<file path="config.mk">
export PLATFORM = sky130hd
export DESIGN_NAME = pwm_capture
export DESIGN_NICKNAME = d
export VERILOG_FILES = /design/src/rtl/pwm_capture.sv
export SDC_FILE = /design/constraint.sdc
export NUM_CORES = 1
export LEC_CHECK = 0
export BUFFER_PORTS_ARGS = -buffer_cell sky130_fd_sc_hd__buf_2
export CAP_MARGIN = 20
export CORE_MARGIN = 5
export CORE_UTILIZATION = 61
export CTS_CLUSTER_DIAMETER = 30
export CTS_CLUSTER_SIZE = 14
export DETAILED_ROUTE_END_ITERATION = 12
export GPL_ROUTABILITY_DRIVEN = 0
export GPL_TIMING_DRIVEN = 0
export PLACE_DENSITY = 0.83
export SLEW_MARGIN = 10
export SYNTH_ARGS = -nofsm -noshare
export SYNTH_HDL_FRONTEND = slang
export SYNTH_SLANG_ARGS = --single-unit
</file>
<file path="constraint.sdc">
create_clock -name clk -period 3.8 [get_ports clk]
set_clock_uncertainty 0.05 [all_clocks]
set_input_delay 0.38 -clock clk [delete_from_list [all_inputs] [get_ports clk]]
set_output_delay 0.38 -clock clk [all_outputs]
set_load 0.01 [all_outputs]
</file>
<file path="src/rtl/pwm_capture.sv">
// Measures period and high time of an asynchronous PWM input in clk cycles.
// A stuck line (no qualifying edge within KTIMEOUT cycles) raises a sticky TIMEOUT flag.
module pwm_capture #(
  parameter  int unsigned KTIMEOUT = 20832,
  localparam int unsigned KCNT_BIT = $clog2(KTIMEOUT + 1)
) (
  input  logic                clk,
  input  logic                rst,
  input  logic                PWM_IN,
  output logic [KCNT_BIT-1:0] PERIOD,
  output logic [KCNT_BIT-1:0] HIGH_TIME,
  output logic                MEAS_VALID,
  output logic                TIMEOUT,
  output logic                LEVEL
);

  typedef enum logic [1:0] {IDLE, HIGH, LOW} state_t;

  state_t              r_state;
  logic                r_s1, r_s2, r_s3;
  logic [KCNT_BIT-1:0] r_cnt;
  logic [KCNT_BIT-1:0] r_high_l;
  logic [KCNT_BIT-1:0] r_period;
  logic [KCNT_BIT-1:0] r_high_time;
  logic                r_valid;
  logic                r_timeout;

  logic                w_rise;
  logic                w_fall;
  logic                w_tmo;

  assign w_rise = r_s2 & ~r_s3;
  assign w_fall = ~r_s2 & r_s3;
  assign w_tmo  = (r_cnt == KCNT_BIT'(KTIMEOUT));

  always_ff @(posedge clk) begin
    if (rst) begin
      r_s1        <= 1'b0;
      r_s2        <= 1'b0;
      r_s3        <= 1'b0;
      r_state     <= IDLE;
      r_cnt       <= '0;
      r_high_l    <= '0;
      r_period    <= '0;
      r_high_time <= '0;
      r_valid     <= 1'b0;
      r_timeout   <= 1'b0;
    end else begin
      r_s1    <= PWM_IN;
      r_s2    <= r_s1;
      r_s3    <= r_s2;
      r_valid <= 1'b0;
      case (r_state)
        IDLE: begin
          if (w_rise) begin
            r_state <= HIGH;
            r_cnt   <= KCNT_BIT'(1);
          end
        end
        HIGH: begin
          // An edge in the same cycle as cnt==KTIMEOUT takes priority over the timeout.
          if (w_fall) begin
            r_state  <= LOW;
            r_high_l <= r_cnt;
            r_cnt    <= r_cnt + 1'b1;
          end else if (w_rise) begin
            r_cnt <= KCNT_BIT'(1);
          end else if (w_tmo) begin
            r_state   <= IDLE;
            r_timeout <= 1'b1;
          end else begin
            r_cnt <= r_cnt + 1'b1;
          end
        end
        LOW: begin
          if (w_rise) begin
            r_state     <= HIGH;
            r_cnt       <= KCNT_BIT'(1);
            r_period    <= r_cnt;
            r_high_time <= r_high_l;
            r_valid     <= 1'b1;
            r_timeout   <= 1'b0;
          end else if (w_tmo) begin
            r_state   <= IDLE;
            r_timeout <= 1'b1;
          end else begin
            r_cnt <= r_cnt + 1'b1;
          end
        end
        default: begin
          r_state <= IDLE;
        end
      endcase
    end
  end

  assign PERIOD     = r_period;
  assign HIGH_TIME  = r_high_time;
  assign MEAS_VALID = r_valid;
  assign TIMEOUT    = r_timeout;
  assign LEVEL      = r_s2;

endmodule

</file>
# [Word level (Yosys, flattened, before mapping)]
# Cells that the tools add are included.
[totals] word_cells=49 reg_bits=67 out_inout_bits=33
[classes] mux=17 addsub=1 n_reduce_logical=9 n_eq_ne=7 n_bitwise=5
[op_table] op="15-bit two-way mux" count=4
[op_table] op="15-bit one-hot mux with 3 select lines" count=1
[op_table] op="15-bit by 1-bit adder with 15-bit output, second input constant" count=1
[op_table] op="15-bit == test, second input constant" count=1
[op_table] op="2-bit two-way mux" count=5
[op_table] op="2-bit AND reduction" count=4
[op_table] op="2-bit inequality test, second input constant" count=3
[op_table] op="2-bit one-hot mux with 3 select lines" count=1
[op_table] op="1-bit two-way mux" count=5
[op_table] op="3-bit inequality test, second input constant" count=1
[op_table] op="1-bit NOT" count=3
[op_table] op="3-bit AND reduction" count=1
[op_table] op="3-bit nonzero test" count=1
[op_table] op="1-bit AND" count=2
[op_table] op="2-bit by 1-bit == test with 1-bit output, second input constant" count=1
[op_table] op="2-bit == test, second input constant" count=1
[op_table] op="2-bit zero test" count=1
[op_table] op="1-bit one-hot mux with 2 select lines" count=1
[op_table] op="2-bit nonzero test" count=1
[op_table] op="2-bit OR reduction" count=1

# [Logic depth before layout (Yosys ltp)]
# Gate-level depths: netlist of run 1.
[logic_depth] word_depth=5 mapped_depth=9 depth_no_buf=7

# [Least setup slack after synthesis of run 1]
# No wires, ideal clock.
[synth_timing] path_kind="register to register" start="register r_cnt[0]" end="register r_cnt[9]" arrival_time_ps=1859 path_stages_with_launch=10 required_ps=3666 setup_slack_ps=1806 path_cell_list="dfxtp_1 > clkbuf_1 > inv_1 > ha_1 > nor4bb_1 > and4_1 > buf_6 > o31ai_4 > nand2_1 > o31ai_2"
[synth_via] elab_chain_cells=5 elab_cells_between_ends=6 cone_classes="add/sub (1); eq/ne (1); mux (4)"
[synth_lines] item="start: declaration" line_no="21" rtl="logic [KCNT_BIT-1:0] r_cnt;"
[synth_lines] item="start signal: assignment" line_no="65" rtl="r_cnt <= r_cnt + 1'b1;"
[synth_lines] item="start signal: assignment" line_no="72" rtl="r_cnt <= r_cnt + 1'b1;"
[synth_lines] item="start signal: assignment" line_no="87" rtl="r_cnt <= r_cnt + 1'b1;"
[synth_lines] item="15-bit by 1-bit adder with 15-bit output or 15-bit == test (tied branches)"
[synth_lines] item="15-bit two-way mux" line_no="68, 83"
[synth_lines] item="15-bit two-way mux" line_no="66" rtl="end else if (w_rise) begin"
[synth_lines] item="15-bit two-way mux" line_no="62" rtl="if (w_fall) begin"
[synth_lines] item="15-bit one-hot mux with 3 select lines *" line_no="53" rtl="case (r_state)"
# Mark *: on every way between the ends. The rest lies on a longest branch, timed or not.
# A chain may end at the register's enable or synchronous reset.

# [Worst setup path after layout of run 1]
# Same ends and word-level chain as after synthesis.

==> Flow_metrics.wiki, run 1 <==
{| class="wikitable"
! Metric !! Value
|-
| Status || finished clean
|-
| DR vias/cell || 5.727
|-
| Average size of a mapped cell || 8.057 um^2
|-
| Drt pass-1 iters || 4
|-
| Total routing usage reported by global routing || 22.93%
|-
| Number of remaining DRC errors || 0
|-
| Count of H-tree levels built during CTS || 3
|-
| Number of hold violations in the final report || 0
|-
| Count of hold buffers inserted by post-cts repair || 0
|-
| Die outline area || 0.006158 mm^2
|-
| Max-cap violations || 0
|-
| First-iteration detailed-routing DRC count || 159
|-
| Setup Total Neg Slack || 0 ps
|-
| Floorplan die width || 78.48 um
|-
| Net count of the mapped netlist || 365
|-
| Total setup violations reported at the end of the flow || 0
|-
| Part of the Yosys area used for sequential elements || 46.89%
|-
| Final antenna-violating net count || 0
|-
| Wire length of the first global-routing pass || 11.05 mm
|-
| Number of diodes || 0
|-
| Dominant cell by count in the synthesized netlist || nand2_1
|-
| Worst Tran Pin Value || 525.9 ps
|-
| VDD IR max || 318.9 uV
|-
| Biggest area contributors in the synthesized netlist || dfxtp_1, nand2_1, a21oi_1
|-
| Largest net degree at the start of global routing || 12
|-
| Insertion delay to the later sink of the worst-skew pair || 350 ps
|-
| Arr. time, crit path || 2580 ps
|-
| Pre-CTS worst setup slack || 1490 ps
|-
| Area of the mapped netlist || 0.002860 mm^2
|-
| Overall via count from detail_route || 2623
|-
| Starting density of the core || 61.78%
|-
| Total number of nets in the final design || 410
|-
| Clock buffer count from CTS || 9
|-
| Critical Path Sink Type || register
|-
| Post-synth EDFFs || 0
|-
| Routed wire length || 6.442 mm
|-
| Routed wire length per instance || 14.07 um
|-
| Ratio of final minimum period to clock period || 62.11%
|-
| Unrepaired setup endpoints after global routing || no
|-
| Row count || 25
|-
| Clock slew seen by the registers of the worst setup and hold paths || 70 ps
|-
| Worst slew margin relative to its limit || 64.94%
|-
| Leakage || 1.235 nW
|-
| PnR Total Power || 0.001334 W
|-
| Number of warnings issued by yosys || 0
|-
| PostCTS Resize Cnt || 0
|-
| Post-synthesis instance total || 355
|-
| Crit Path Class || register to register
|-
| Number of I/O port buffers || 34
|-
| Largest buffer count on any clock path || 2
|-
| Area added between synthesis and finish || 15.00%
|-
| FFs w/ async S/R, synth || 0%
|-
| Via count of the first global-routing pass || 2332
|-
| Min setup slack post-route || 1440 ps
|-
| Synth area leader || dfxtp_1
|-
| Share of the synthesized area in the top cell type || 46.89%
|-
| Synthesized flop and latch total || 67
|-
| TritonCTS clock tree || built
|-
| Path class of the lowest-slack min-delay path || input port to register
|-
| Die Ht || 78.48 um
|-
| Leftover overflow at the end of global routing || 0
|-
| Final count of pins violating max slew || 0
|-
| Root buffer selected by CTS || clkbuf_8
|-
| Number of antenna violations at the first check in global routing || 0
|-
| Leading cell types by count after synthesis || nand2_1, dfxtp_1, a21oi_1
|-
| Top Ports || 36
|-
| Setup repair bufs after CTS || 0
|-
| Worst endpoint required time || 4020 ps
|-
| Fraction of layout cells with a size suffix above 1 || 15.35%
|-
| Post-synthesis cell type count || 52
|-
| HPWL after detailed placement || 4.472 mm
|-
| Floorplan Core Area || 0.004629 mm^2
|-
| Clock period minus final worst setup slack || 2360 ps
|-
| Critical path startpoint category || register
|-
| Areal power density over the cells || 405.5 mW/mm^2
|-
| Upper clock frequency limit || 0.4237 GHz
|-
| Sink Count || 67
|-
| Ys flop type || dfxtp_1
|-
| Maximum fanout count along the critical path || 8
|}
[area by class of cell]
class | instances | area (um^2)
Multi-Input combinational cell | 256 | 1381
Sequential cell | 67 | 1341
Fill cell | 383 | 1340
Timing Repair Buffer | 34 | 170.2
Clock buffer | 10 | 137.6
Buffer | 24 | 107.6
Tap cell | 54 | 67.56
Clock inverter | 5 | 53.80
Inverter | 8 | 30.03
[power by group]
part           switching [W]  internal, W
combinational      0.0000360    0.0000149
sequential        0.00000264     0.000705
clock               0.000261     0.000314
total               0.000300      0.00103
[worst paths after layout]
kind | from | endpoint | slack, ps | cells past startpoint
worst min-delay path | PWM_IN | r_s1$_SDFF_PP0_ | 220 | 2
worst max-delay path | r_cnt[0]$_SDFFE_PP0P_ | r_cnt[9]$_SDFFE_PP0P_ | 1440 | 9
worst max register to register | r_cnt[0]$_SDFFE_PP0P_ | r_cnt[9]$_SDFFE_PP0P_ | 1440 | 9
worst min register to register | PERIOD[10]$_SDFFE_PP0P_ | PERIOD[10]$_SDFFE_PP0P_ | 400 | 2
[cells in the final DEF (no fill, tap or decap), drive strengths merged, types with 2 or more instances in the layout]
| cell type | count |
|---|---|
| nand2b | 3 |
| nand4b | 2 |
| inv | 8 |
| ha | 7 |
| and3 | 6 |
| a22oi | 2 |
| o311a | 2 |
| a211oi | 2 |
| a31oi | 4 |
| a311oi | 3 |
| clkbuf | 29 |
| a22o | 2 |
| nor2b | 3 |
| o21ai | 4 |
| o22ai | 2 |
| nand3 | 5 |
| nand2 | 106 |
| nor3 | 4 |
| a31o | 2 |
| and2 | 2 |
| mux2i | 2 |
| clkinv | 4 |
| o31ai | 4 |
| nor2 | 13 |
| a21oi | 55 |
| dfxtp | 67 |
| nand4 | 3 |
| buf | 39 |
| and4 | 4 |
[flip-flops by register name (all words and copies together) (netlist names), 2 cells and up]
name	flops
HIGH_TIME	15
r_cnt	15
PERIOD	15
r_high_l	15
r_state	2
[logic make-up (layout without fill, tap and decap cells)]
group,Yosys count,in the layout,share of synthesized area (%)
mux,2,2,0.6999
fa+ha+maj,7,7,3.062
simple gates,158,158,25.11
buf+inv,32,81,4.812
compound gates,88,88,19.12
flops,67,67,46.89
xor+xnor,1,1,0.3063
[per-stage QoR]
stage	std cells	area (um^2)	hold WS [ps]	utilization [%]
after floorplan	355	2860	363.8	-
after global placement	443	3098	373.1	66.92
after detailed placement	443	3098	393.1	66.92
after CTS	458	3289	226.9	71.05
after global routing	458	3289	244.7	71.05
final	458	3289	222.9	71.05
[metal layers]
layer,up-vias,routed length (um),GRT usage (%)
li1,1307,-,-
met1,1216,2847,28.84
met2,82,3045,36.73
met3,18,392,7.339
met4,0,156,8.566
met5,-,0,0
[worst max-delay path, stage by stage, from the launching register on]
cell      delay [ps]
dfxtp_1          330
clkbuf_1         320
inv_1            120
ha_1             200
nor4bb_1         120
and4_1           210
buf_6            130
o31ai_4          390
nand2_1          170
o31ai_2          230
No activity file was read; power rests on OpenSTA's default activity.
==> inputs of run 2 (changes only) <==
--- a/config.mk
+++ b/config.mk
@@ -8,13 +8,13 @@
 export BUFFER_PORTS_ARGS = -buffer_cell sky130_fd_sc_hd__buf_2
 export CAP_MARGIN = 20
 export CORE_MARGIN = 5
-export CORE_UTILIZATION = 61
+export CORE_UTILIZATION = 57
 export CTS_CLUSTER_DIAMETER = 30
 export CTS_CLUSTER_SIZE = 14
 export DETAILED_ROUTE_END_ITERATION = 12
 export GPL_ROUTABILITY_DRIVEN = 0
 export GPL_TIMING_DRIVEN = 0
-export PLACE_DENSITY = 0.83
+export PLACE_DENSITY = 0.79
 export SLEW_MARGIN = 10
 export SYNTH_ARGS = -nofsm -noshare
 export SYNTH_HDL_FRONTEND = slang
==> constraint.sdc (replaced) <==
create_clock -name clk -period 2.3 [get_ports clk]
set_clock_uncertainty 0.05 [all_clocks]
set_input_delay 0.23 -clock clk [delete_from_list [all_inputs] [get_ports clk]]
set_output_delay 0.23 -clock clk [all_outputs]
set_load 0.01 [all_outputs]
==> run 2 against run 1 <==
Net effect: worst hold slack lost 170 ps; routed wire length is 3.7% higher; critical path type unchanged; clock-buffer cell count unchanged; largest power group is now clock; final area grew 2.2%.
==> Flow_metrics.wiki, run 2 (synthesized netlist as in run 1, its figures left out) <==
{| class="wikitable"
! Metric !! Value
|-
| TritonCTS clock tree || built
|-
| Fraction of layout cells with a size suffix above 1 || 16.09% (+0.74 points)
|-
| DR vias/cell || 5.503 (-3.9%)
|-
| Critical Path Sink Type || register
|-
| Area added between synthesis and finish || 17.54%
|-
| Total setup violations reported at the end of the flow || 0 (unchanged)
|-
| Largest net degree at the start of global routing || 13 (+1)
|-
| Floorplan Core Area || 0.004786 mm^2 (+3.4%)
|-
| Final antenna-violating net count || 0 (unchanged)
|-
| Die Ht || 80.84 um (+3.0%)
|-
| First-iteration detailed-routing DRC count || 199 (+25%)
|-
| Sink Count || 67 (unchanged)
|-
| Worst slew margin relative to its limit || 65.00% (about the same)
|-
| Arr. time, crit path || 2400 ps (-180 ps)
|-
| Maximum fanout count along the critical path || 8 (unchanged)
|-
| Clock buffer count from CTS || 9 (unchanged)
|-
| Ratio of final minimum period to clock period || 94.64% (+33 points)
|-
| Setup repair bufs after CTS || 0 (unchanged)
|-
| Part of the power in combinational logic || 3.3% (-0.5 points)
|-
| Utilization of the core after routing || 70.25% (-0.81 points)
|-
| Overall via count from detail_route || 2592 (-1.2%)
|-
| Number of hold violations in the final report || 0 (unchanged)
|-
| Starting density of the core || 59.76% (-2.0 points)
|-
| Clock period minus final worst setup slack || 2177 ps (-183.4 ps)
|-
| Crit Path Class || register to register
|-
| Upper clock frequency limit || 0.4594 GHz (+8.4%)
|-
| Floorplan die width || 80.84 um (+3.0%)
|-
| Leakage || 1.256 nW (+1.7%)
|-
| Worst Tran Pin Value || 524.9 ps (-0.9426 ps)
|-
| Number of I/O port buffers || 34 (unchanged)
|-
| Count of H-tree levels built during CTS || 3 (unchanged)
|-
| Largest buffer count on any clock path || 2 (unchanged)
|-
| Power share of the clock group || 49.2% (+6.1 points)
|-
| Insertion delay to the later sink of the worst-skew pair || 350 ps (about the same)
|-
| Switching part of the total power || 21.38% (-1.1 points)
|-
| Final count of pins violating max slew || 0 (unchanged)
|-
| Clock slew seen by the registers of the worst setup and hold paths || 80 ps (about the same)
|-
| Unrepaired setup endpoints after global routing || no
|-
| Top Ports || 36 (unchanged)
|-
| Die outline area || 0.006534 mm^2 (+6.1%)
|-
| Total routing usage reported by global routing || 22.56% (-0.37 points)
|-
| Sequential share of power || 47.5% (-5.5 points)
|-
| Row count || 25 (unchanged)
|-
| Status || finished clean
|-
| Commonest cells after routing, fill and taps aside || nand2_1, dfxtp_1, a21oi_1
|-
| Number of remaining DRC errors || 0 (unchanged)
|-
| Switching power of the nets || 0.0005274 W (+76%)
|-
| HPWL after detailed placement || 4.632 mm (+3.6%)
|-
| Wire length of the first global-routing pass || 11.32 mm (+2.4%)
|-
| Leftover overflow at the end of global routing || 0 (unchanged)
|-
| Worst endpoint required time || 2520 ps (-1500 ps)
|-
| Via count of the first global-routing pass || 2426 (+4.0%)
|-
| Number of diodes || 0 (unchanged)
|-
| Critical path startpoint category || register
|-
| Routed wire length per instance || 14.18 um (+0.80%)
|-
| Max-cap violations || 0 (unchanged)
|-
| Path class of the lowest-slack min-delay path || input port to register
|-
| Routed wire length || 6.678 mm (+3.7%)
|-
| Int Power || 0.001940 W (+88%)
|-
| Most frequent standard cell in the layout excluding fill and tap cells || nand2_1
|-
| Number of antenna violations at the first check in global routing || 0 (unchanged)
|-
| Total number of nets in the final design || 409 (-0.24%)
|-
| PnR Total Power || 0.002467 W (+85%)
|-
| VDD IR max || 510.4 uV (+60%)
|-
| Areal power density over the cells || 733.8 mW/mm^2 (+81%)
|-
| Root buffer selected by CTS || clkbuf_8
|-
| Drt pass-1 iters || 4 (unchanged)
|}
-- run 2: path summary, 6_finish.rpt --
| kind | cells past startpoint | slack, ps | endpoint | from |
|---|---|---|---|---|
| worst max-delay path | 8 | 120 | r_cnt[9]$_SDFFE_PP0P_ | r_cnt[1]$_SDFFE_PP0P_ |
| worst max register to register | 8 | 120 | r_cnt[9]$_SDFFE_PP0P_ | r_cnt[1]$_SDFFE_PP0P_ |
| worst min-delay path | 2 | 60 | r_s1$_SDFF_PP0_ | PWM_IN |
| worst min register to register | 2 | 390 | HIGH_TIME[10]$_SDFFE_PP0P_ | r_high_l[10]$_SDFFE_PP0P_ |
-- run 2: worst max-delay path: stages (launching register included) --
cell	delay, ps
dfxtp_1	490
inv_1	80
ha_1	180
nor4bb_1	120
and4_1	210
buf_6	140
o31ai_4	390
nand2_1	180
o31ai_2	250
-- run 2: repair_timing --
action,4_1_cts,5_1_grt
endpoints found under the setup margin,3,6
cloned,0,0
resized for setup,0,2
hold buffers,0,0
hold endpoints to repair,0,0
-- run 2: power by group through the flow --
stage | registers [W] | clock network [W] | logic, W
3_3_place_gp | 0.00119 | 0 | 0.0000811
4_1_cts | 0.00117 | 0.00122 | 0.0000793
2_1_floorplan | 0.00119 | 0 | 0.0000616
3_5_place_dp | 0.00119 | 0 | 0.0000832
6_report | 0.00117 | 0.00121 | 0.0000805
5_1_grt | 0.00117 | 0.00128 | 0.0000899
-- run 2: layout make-up --
cell class	count	area [um^2]
multi-input combinational	256	1381
sequential	67	1344
inverter	8	30.03
clock inverter	6	111.4
clock buffer	10	137.6
tap	67	83.83
buffer	23	103.9
timing repair buffer	34	170.2
fill	407	1424
-- run 2: per-layer routing --
layer | share of wire, % | up-vias | GRT usage (%)
met1 | 44 | 1167 | 28.66
li1 | - | 1310 | -
met2 | 45 | 93 | 34.07
met4 | 3.2 | 0 | 15.20
met5 | 0 | - | 0
met3 | 7.9 | 22 | 5.100
-- run 2: through the flow --
stage          instances  instance area, um^2  hold slack [ps]  setup TNS (ps)  setup WS [ps]
3_5_place_dp         456                 3114            381.8          -61.02         -61.02
4_1_cts              471                 3359            56.78               0          57.27
2_1_floorplan        355                 2860            308.2               0          306.4
3_3_place_gp         456                 3114            373.7               0          8.470
6_report             471                 3362            55.32               0          123.2
5_1_grt              471                 3362            93.57               0          11.89
==> inputs of run 3 (changes only) <==
--- a/config.mk
+++ b/config.mk
@@ -7,7 +7,6 @@
 export LEC_CHECK = 0
 export BUFFER_PORTS_ARGS = -buffer_cell sky130_fd_sc_hd__buf_2
 export CAP_MARGIN = 20
-export CORE_MARGIN = 5
 export CORE_UTILIZATION = 57
 export CTS_CLUSTER_DIAMETER = 30
 export CTS_CLUSTER_SIZE = 14
==> run 3 against run 2 <==
Net effect: global-route usage grew 4.4 points; setup slack lost 5.4 ps; core utilization shrank 0.97 points; routed wire length shrank 2.8%; critical path type unchanged; largest power group is now registers.
==> Flow_metrics.wiki, run 3 (synthesized netlist as in run 1, its figures left out) <==
{| class="wikitable"
! Metric !! Value
|-
| Total routing usage reported by global routing || 26.94% (+4.4 points)
|-
| Floorplan Core Area || 0.004786 mm^2 (unchanged)
|-
| Commonest cells after routing, fill and taps aside || nand2_1, dfxtp_1, a21oi_1
|-
| Final Instance Count excl. Fillers || 471 (unchanged)
|-
| Pre-CTS worst setup slack || 13.38 ps (+74.40 ps)
|-
| Largest net degree at the start of global routing || 13 (unchanged)
|-
| Overall via count from detail_route || 2589 (-0.12%)
|-
| Number of hold violations in the final report || 0 (unchanged)
|-
| Number of diodes || 0 (unchanged)
|-
| Sink Count || 67 (unchanged)
|-
| Wire length of the first global-routing pass || 10.82 mm (-4.4%)
|-
| Drt pass-1 iters || 4 (unchanged)
|-
| Unrepaired setup endpoints after global routing || no
|-
| Root buffer selected by CTS || clkbuf_8
|-
| Floorplan die width || 72.84 um (-9.9%)
|-
| Insertion delay to the later sink of the worst-skew pair || 340 ps (about the same)
|-
| Top Ports || 36 (unchanged)
|-
| Fraction of layout cells with a size suffix above 1 || 16.09% (unchanged)
|-
| Total number of nets in the final design || 409 (unchanged)
|-
| Status || finished clean
|-
| PnR Total Power || 0.002230 W (-9.6%)
|-
| Final antenna-violating net count || 0 (unchanged)
|-
| First-iteration detailed-routing DRC count || 155 (-22%)
|-
| Most frequent standard cell in the layout excluding fill and tap cells || nand2_1
|-
| DR vias/cell || 5.497 (-0.12%)
|-
| Number of remaining DRC errors || 0 (unchanged)
|-
| Row count || 25 (unchanged)
|-
| Placed Cells || 456 (unchanged)
|-
| VDD IR max || 479.8 uV (-6.0%)
|-
| Upper clock frequency limit || 0.4583 GHz (-0.25%)
|-
| HPWL after detailed placement || 4.456 mm (-3.8%)
|-
| Critical path startpoint category || register
|-
| Areal power density over the cells || 672.6 mW/mm^2 (-8.3%)
|-
| Crit Path Class || register to register
|-
| Max-cap violations || 0 (unchanged)
|-
| Count of hold buffers inserted by post-cts repair || 0 (unchanged)
|-
| Worst slew margin relative to its limit || 63.97% (-1.0 points)
|-
| Worst endpoint required time || 2510 ps (about the same)
|-
| Starting density of the core || 59.76% (unchanged)
|-
| Total setup violations reported at the end of the flow || 0 (unchanged)
|-
| Worst Tran Pin Value || 540.4 ps (+15.49 ps)
|-
| Clock period minus final worst setup slack || 2182 ps (+5.363 ps)
|-
| Final count of pins violating max slew || 0 (unchanged)
|-
| Leakage || 1.235 nW (-1.6%)
|-
| Maximum fanout count along the critical path || 8 (unchanged)
|-
| Via count of the first global-routing pass || 2327 (-4.1%)
|-
| TritonCTS clock tree || built
|-
| Critical Path Sink Type || register
|-
| Min setup slack post-route || 117.8 ps (-5.363 ps)
|-
| Setup Total Neg Slack || 0 ps (unchanged)
|-
| Path class of the lowest-slack min-delay path || input port to register
|-
| Largest buffer count on any clock path || 2 (unchanged)
|-
| Number of I/O port buffers || 34 (unchanged)
|-
| Routed wire length per instance || 13.77 um (-2.8%)
|-
| Number of antenna violations at the first check in global routing || 0 (unchanged)
|-
| Die outline area || 0.005305 mm^2 (-19%)
|-
| Ratio of final minimum period to clock period || 94.88% (+0.23 points)
|-
| Arr. time, crit path || 2390 ps (about the same)
|-
| Count of H-tree levels built during CTS || 3 (unchanged)
|-
| Leftover overflow at the end of global routing || 0 (unchanged)
|-
| Die Ht || 72.84 um (-9.9%)
|-
| Clock slew seen by the registers of the worst setup and hold paths || 70 ps (about the same)
|-
| Area added between synthesis and finish || 15.92%
|-
| Clock buffer count from CTS || 9 (unchanged)
|-
| Routed wire length || 6.488 mm (-2.8%)
|}
run 3: cell types whose count changed in the layout (fill, tap and decap cells not counted):
cell       previous run  this run
bufinv_16             3         1
clkinv_4              0         2
clkinv_2              1         2
inv_6                 1         0
run 3: metrics by stage:
step | hold slack [ps] | util [%] | instance area [um^2]
floorplan | 308.2 | - | 2860
global placement | 374.4 | 65.07 | 3114
detailed placement | 379.1 | 65.07 | 3114
CTS | 67.46 | 69.23 | 3313
global route | 74.84 | 69.28 | 3316
finish | 61.11 | 69.28 | 3316
run 3: what timing repair did:
item                       4_1_cts  5_1_grt
setup buffers                    0        0
gates resized for setup          0        2
setup endpoints to repair        1        3
run 3: critical path, cell delays in order, from the launching register on:
cell,delay [ps]
dfxtp_1,520
inv_1,80
ha_1,180
nor4bb_1,130
and4_1,220
buf_6,140
o31ai_4,400
nand2_1,170
o31ai_2,220
run 3: worst paths after layout:
kind / start / cells after the start / endpoint / slack [ps]
max: r_cnt[1]$_SDFFE_PP0P_ / 8 / r_cnt[9]$_SDFFE_PP0P_ / 120
min: PWM_IN / 2 / r_s1$_SDFF_PP0_ / 60
max reg2reg: r_cnt[1]$_SDFFE_PP0P_ / 8 / r_cnt[9]$_SDFFE_PP0P_ / 120
min reg2reg: r_s1$_SDFF_PP0_ / 1 / LEVEL$_SDFF_PP0_ / 390
run 3: per-layer routing:
layer | vias up | track usage [%] | share of wire [%] | wire length, um
li1 | 1303 | - | - | -
met1 | 1197 | 34.40 | 45 | 2936
met2 | 76 | 43.30 | 47 | 3081
met3 | 13 | 7.459 | 5.2 | 340
met4 | 0 | 10.46 | 2.0 | 129
met5 | - | 0 | 0 | 0
run 3: final cells by class:
class / instances / area [um^2]
buffer: 23 / 103.9
multi-input combinational: 256 / 1381
tap: 67 / 83.83
clock buffer: 10 / 137.6
clock inverter: 6 / 65.06
fill: 439 / 1470
timing repair buffer: 34 / 170.2
inverter: 8 / 30.03
sequential: 67 / 1344
run 3: power breakdown:
group / switching (W) / total, W / leakage [nW] / internal, W
Sequential: 0.00000758 / 0.00117 / 0.541 / 0.00116
Combinational: 0.0000569 / 0.0000810 / 0.592 / 0.0000242
Clock: 0.000447 / 0.000977 / 0.102 / 0.000529
Total: 0.000512 / 0.00223 / 1.23 / 0.00172
